File: config.mk
export PLATFORM = sky130hd
export DESIGN_NAME = riscv_mem_arbiter
export DESIGN_NICKNAME = d
export VERILOG_FILES = /design/src/rtl/riscv_mem_arbiter.sv
export SDC_FILE = /design/constraint.sdc
export NUM_CORES = 1
export LEC_CHECK = 0
export ABC_AREA = 1
export CAP_MARGIN = 20
export CELL_PAD_IN_SITES_DETAIL_PLACEMENT = 0
export CELL_PAD_IN_SITES_GLOBAL_PLACEMENT = 1
export CORE_ASPECT_RATIO = 0.5
export CORE_MARGIN = 4
export CORE_UTILIZATION = 43
export CTS_CLUSTER_SIZE = 24
export DETAILED_ROUTE_END_ITERATION = 8
export DONT_BUFFER_PORTS = 1
export PLACE_DENSITY_LB_ADDON = 0.1
export SETUP_SLACK_MARGIN = 0.2
export SLEW_MARGIN = 0
export SYNTH_ARGS = -nofsm -noshare
export SYNTH_HDL_FRONTEND = slang
export SYNTH_SLANG_ARGS = --single-unit
File: constraint.sdc
create_clock -name clk -period 2.1 [get_ports clk]
set_input_delay 0 -clock clk [delete_from_list [all_inputs] [get_ports clk]]
set_output_delay 0 -clock clk [all_outputs]
set_load 0.03 [all_outputs]
File: src/rtl/riscv_mem_arbiter.sv
// Fetch/data arbiter in front of the unified memory bus.
// One transaction in flight, data port wins ties, per-port timeout.
module riscv_mem_arbiter #(
    parameter int ADDR_W  = 32,
    parameter int DATA_W  = 32,
    parameter int TIMEOUT = 255
) (
    input  logic                clk,
    input  logic                rst,
    input  logic                i_req,
    input  logic [ADDR_W-1:0]   i_addr,
    output logic                i_rvalid,
    output logic [DATA_W-1:0]   i_rdata,
    output logic                i_err,
    input  logic                d_req,
    input  logic                d_we,
    input  logic [ADDR_W-1:0]   d_addr,
    input  logic [DATA_W-1:0]   d_wdata,
    input  logic [DATA_W/8-1:0] d_wmask,
    output logic                d_rvalid,
    output logic [DATA_W-1:0]   d_rdata,
    output logic                d_err,
    output logic                mem_req,
    input  logic                mem_ready,
    output logic                mem_we,
    output logic [ADDR_W-1:0]   mem_addr,
    output logic [DATA_W-1:0]   mem_wdata,
    output logic [DATA_W/8-1:0] mem_wmask,
    input  logic                mem_rvalid,
    input  logic [DATA_W-1:0]   mem_rdata,
    output logic                busy,
    output logic                owner
);

    localparam int MW = DATA_W / 8;
    localparam int CW = (TIMEOUT > 0) ? $clog2(TIMEOUT + 1) : 1;
    localparam logic [CW-1:0] CNT_LAST =
        CW'((TIMEOUT > 0) ? TIMEOUT - 1 : 0);
    localparam logic [CW-1:0] CNT_MAX = '1;
    localparam bit TO_EN = (TIMEOUT > 0);

    typedef enum logic [1:0] {
        IDLE = 2'd0,
        REQ  = 2'd1,
        RESP = 2'd2
    } state_t;

    state_t        state;
    state_t        state_nx;
    logic [CW-1:0] cnt;
    logic          grant_d;
    logic          grant_i;
    logic          done;
    logic          tmo;
    logic          cnt_hit;

    assign cnt_hit = TO_EN && (cnt == CNT_LAST);
    assign mem_req = (state == REQ);
    assign busy    = (state != IDLE);

    always_ff @(posedge clk or negedge rst) begin
        if (!rst) begin
            state <= IDLE;
        end else begin
            state <= state_nx;
        end
    end

    always_comb begin
        state_nx = state;
        grant_d  = 1'b0;
        grant_i  = 1'b0;
        done     = 1'b0;
        tmo      = 1'b0;
        unique case (state)
            IDLE: begin
                if (d_req) begin
                    grant_d  = 1'b1;
                    state_nx = REQ;
                end else if (i_req) begin
                    grant_i  = 1'b1;
                    state_nx = REQ;
                end
            end
            REQ: begin
                if (mem_ready && mem_rvalid) begin
                    done = 1'b1;
                end else if (cnt_hit) begin
                    tmo = 1'b1;
                end else if (mem_ready) begin
                    state_nx = RESP;
                end
            end
            RESP: begin
                if (mem_rvalid) begin
                    done = 1'b1;
                end else if (cnt_hit) begin
                    tmo = 1'b1;
                end
            end
            default: state_nx = IDLE;
        endcase
        if (done || tmo) begin
            state_nx = IDLE;
        end
    end

    // request latch, timeout counter and registered responses
    always_ff @(posedge clk or negedge rst) begin
        if (!rst) begin
            owner     <= 1'b0;
            cnt       <= '0;
            mem_we    <= 1'b0;
            mem_addr  <= '0;
            mem_wdata <= '0;
            mem_wmask <= '0;
            i_rvalid  <= 1'b0;
            i_rdata   <= '0;
            i_err     <= 1'b0;
            d_rvalid  <= 1'b0;
            d_rdata   <= '0;
            d_err     <= 1'b0;
        end else begin
            i_rvalid <= 1'b0;
            d_rvalid <= 1'b0;
            if (grant_d) begin
                owner     <= 1'b1;
                mem_we    <= d_we;
                mem_addr  <= d_addr;
                mem_wdata <= d_wdata;
                mem_wmask <= d_wmask;
            end else if (grant_i) begin
                owner     <= 1'b0;
                mem_we    <= 1'b0;
                mem_addr  <= i_addr;
                mem_wdata <= '0;
                mem_wmask <= MW'(0);
            end
            if (grant_d || grant_i) begin
                cnt <= '0;
            end else if (state != IDLE && cnt != CNT_MAX) begin
                cnt <= cnt + CW'(1);
            end
            if (done || tmo) begin
                if (owner) begin
                    d_rvalid <= 1'b1;
                    d_err    <= tmo;
                    d_rdata  <= (done && !mem_we) ? mem_rdata : '0;
                end else begin
                    i_rvalid <= 1'b1;
                    i_err    <= tmo;
                    i_rdata  <= done ? mem_rdata : '0;
                end
            end
        end
    end

endmodule

==> flow_summary.json <==
{
  "wl_per_cell_um": 19.78,
  "final_common_cell": "dfrtp_1",
  "criticalPathCategory": "reg -> reg",
  "cp-startpoint": "state[0]$_DFFE_PN0P_",
  "drc_errors": 0,
  "min_path_type": "in -> async",
  "clock_sinks": 148,
  "clock_latency_ns": 0.41,
  "worstMarginPinSlew_ns": 0.5537,
  "outcome": "finished with violations",
  "grt_pass1_vias": 5163,
  "p_per_area_mw_per_mm2": 1500,
  "fin_skew_ns": 0.01253,
  "syn_to_final_growth_pct": 35.75,
  "rsz0062_at_grt": "true",
  "cap_viol_max_count": 0,
  "fmax_mhz": 543.4,
  "grt_busiest_layer": "met2",
  "ios": 279,
  "numCtsBuffers": 17,
  "synth_seq_cells": 148,
  "irDropWorstVdd_mv": 0.7898,
  "slew_viol_final": 0,
  "hold_ws_ns": -0.7172,
  "initial_utilization": 0.4482,
  "setup-violations-final": 0,
  "n_antenna_cell": 0,
  "gp_congestion": 0.7606,
  "gr-usage-met3": 0.07993,
  "syn-cell-area_mm2": 0.006208,
  "grt_use_met2": 0.3641,
  "fin_nets": 869,
  "yosysWarnings": 0,
  "first_pass_iters": 6,
  "required_ns": 2.38,
  "yosysUniqueCellTypes": 27,
  "endpoint_kind": "flip-flop",
  "grt_pass1_wl_um": 28610,
  "regArea_mm2": 0.003704,
  "fin_crit_ns": 1.840,
  "relSlewSlack": 0.6309,
  "syn_inst": 590,
  "syn_nets": 735,
  "fp.dieH_um": 92.97,
  "grt.total_usage": 0.2164,
  "dp_hpwl_um": 11190,
  "die_width_um": 177.9,
  "place.port_buffers": 0,
  "die_area_mm2": 0.01654,
  "antenna_left": 0,
  "violations": "negative hold slack",
  "avgSynthCellArea_um2": 10.52,
  "grt_overflow": 0,
  "leakage_nw": 3.700,
  "drt_iter0_markers": 319,
  "layout_common_cells": "dfrtp_1, dlygate4sd3_1, nand2_1",
  "cts_buffer_depth": 2,
  "period_share": 0.8763,
  "n_fill_cell": 1115,
  "tns_ns": 0,
  "cts_root_buffer": "clkbuf_16",
  "coreArea_mm2": 0.01385,
  "holdBufCountCts": 137,
  "final_hold_viol_count": 148,
  "antenna_found_initial": 0,
  "drt-total-wl_um": 18370,
  "vias": 4990,
  "avgViaCountPerCell": 5.371,
  "timing.rr.start": "state[0]$_DFFE_PN0P_",
  "drive_above_1_share": 0.1275,
  "startpoint_type": "flip-flop",
  "arrival_ns": 2.13,
  "cts_tree": "built",
  "clkSlewWorstSetupHoldPaths_ns": 0.07,
  "grt_max_degree": 149,
  "rows": 30,
  "multiInputGateArea_mm2": 0.002193,
  "seq_area_frac_synth": 0.5965,
  "cts_htree_levels": 4,
  "crit_path_max_fanout": 77,
  "gr-usage-met1": 0.2682
}
critical path: stages, from the launching register on:
cell,delay (ns)
dfrtp_1,0.40
inv_1,0.12
ha_2,0.30
inv_2,0.08
a21oi_4,0.25
inv_2,0.08
buf_12,0.22
a32o_1,0.25
flip-flops by register name, summed over array words and instances, names as in the netlist:
signal and count:
cnt 8, d_err 1, d_rdata 32, d_rvalid 1, i_err 1, i_rdata 32, i_rvalid 1, mem_addr 32
mem_wdata 32, mem_we 1, mem_wmask 4, owner 1, state 2
final timing paths:
kind	cells past startpoint	endpoint	slack [ns]
max in group asynchronous	0	mem_wdata[1]$_DFFE_PN0N_	2.44
min in group clk	3	mem_addr[28]$_DFFE_PN0N_	0.08
max	7	mem_wdata[13]$_DFFE_PN0N_	0.26
min reg2reg	1	cnt[3]$_DFFE_PN0P_	0.49
min	0	mem_addr[4]$_DFFE_PN0N_	-0.72
max reg2reg	7	mem_wdata[13]$_DFFE_PN0N_	0.26
routing by layer:
metal  vias up  routed length (um)
met5         -                   0
met4         0                 105
met3        10                1683
met2       206                8956
met1      2431                7628
li1       2343                   -
synth_stat cells, drive strengths merged:
cell type,n,share of area
dfrtp,148,0.60
nor3,2,0.0016
ha,6,0.012
a21oi,39,0.033
nand4,3,0.0030
nand3,8,0.0064
nor2,13,0.011
inv,23,0.014
a22o,32,0.045
clkbuf,19,0.012
buf,27,0.028
nand2,128,0.084
o22ai,1,0.0010
a32o,37,0.060
o21ai,104,0.092
report_power, final:
group | switching, mW | internal [mW]
Sequential | 2.84 | 3.86
Combinational | 1.73 | 1.36
Clock | 1.30 | 1.55
stage by stage:
stage | cells | power (mW) | worst slack, ns | utilization | instance area, um^2
2_1_floorplan | 590 | 8.636 | 0.2850 | - | 6211
3_3_place_gp | 750 | 9.422 | 0.2811 | 0.4601 | 6372
3_5_place_dp | 750 | 9.486 | 0.2363 | 0.4601 | 6372
4_1_cts | 919 | 12.61 | 0.2249 | 0.6002 | 8313
5_1_grt | 929 | 13.33 | 0.1777 | 0.6085 | 8428
6_report | 929 | 12.64 | 0.2597 | 0.6085 | 8428
kinds of logic (layout without fill, tap and decap cells):
family / after synthesis / in the layout / synth area share
DFF: 148 / 148 / 0.5965
AOI/OAI and AO/OA: 213 / 213 / 0.2314
buffers and inverters: 69 / 216 / 0.05401
adders and majority gates: 6 / 6 / 0.01209
and+or+nand+nor: 154 / 154 / 0.1060
final cells by class:
type / instances / area share
Multi-Input combinational cell: 373 / 0.2602
Clock buffer: 18 / 0.05092
Inverter: 23 / 0.01024
Sequential cell: 148 / 0.4394
Tap cell: 192 / 0.02850
Clock inverter: 14 / 0.01455
Timing Repair Buffer: 161 / 0.1961
repair_timing:
item | 4_1_cts | 5_1_grt
endpoints found under the setup margin | 0 | 90
resized for setup | 0 | 4
hold endpoints to repair | 286 | 148
buffers inserted | 0 | 9
(Power assumes the default switching activity.)
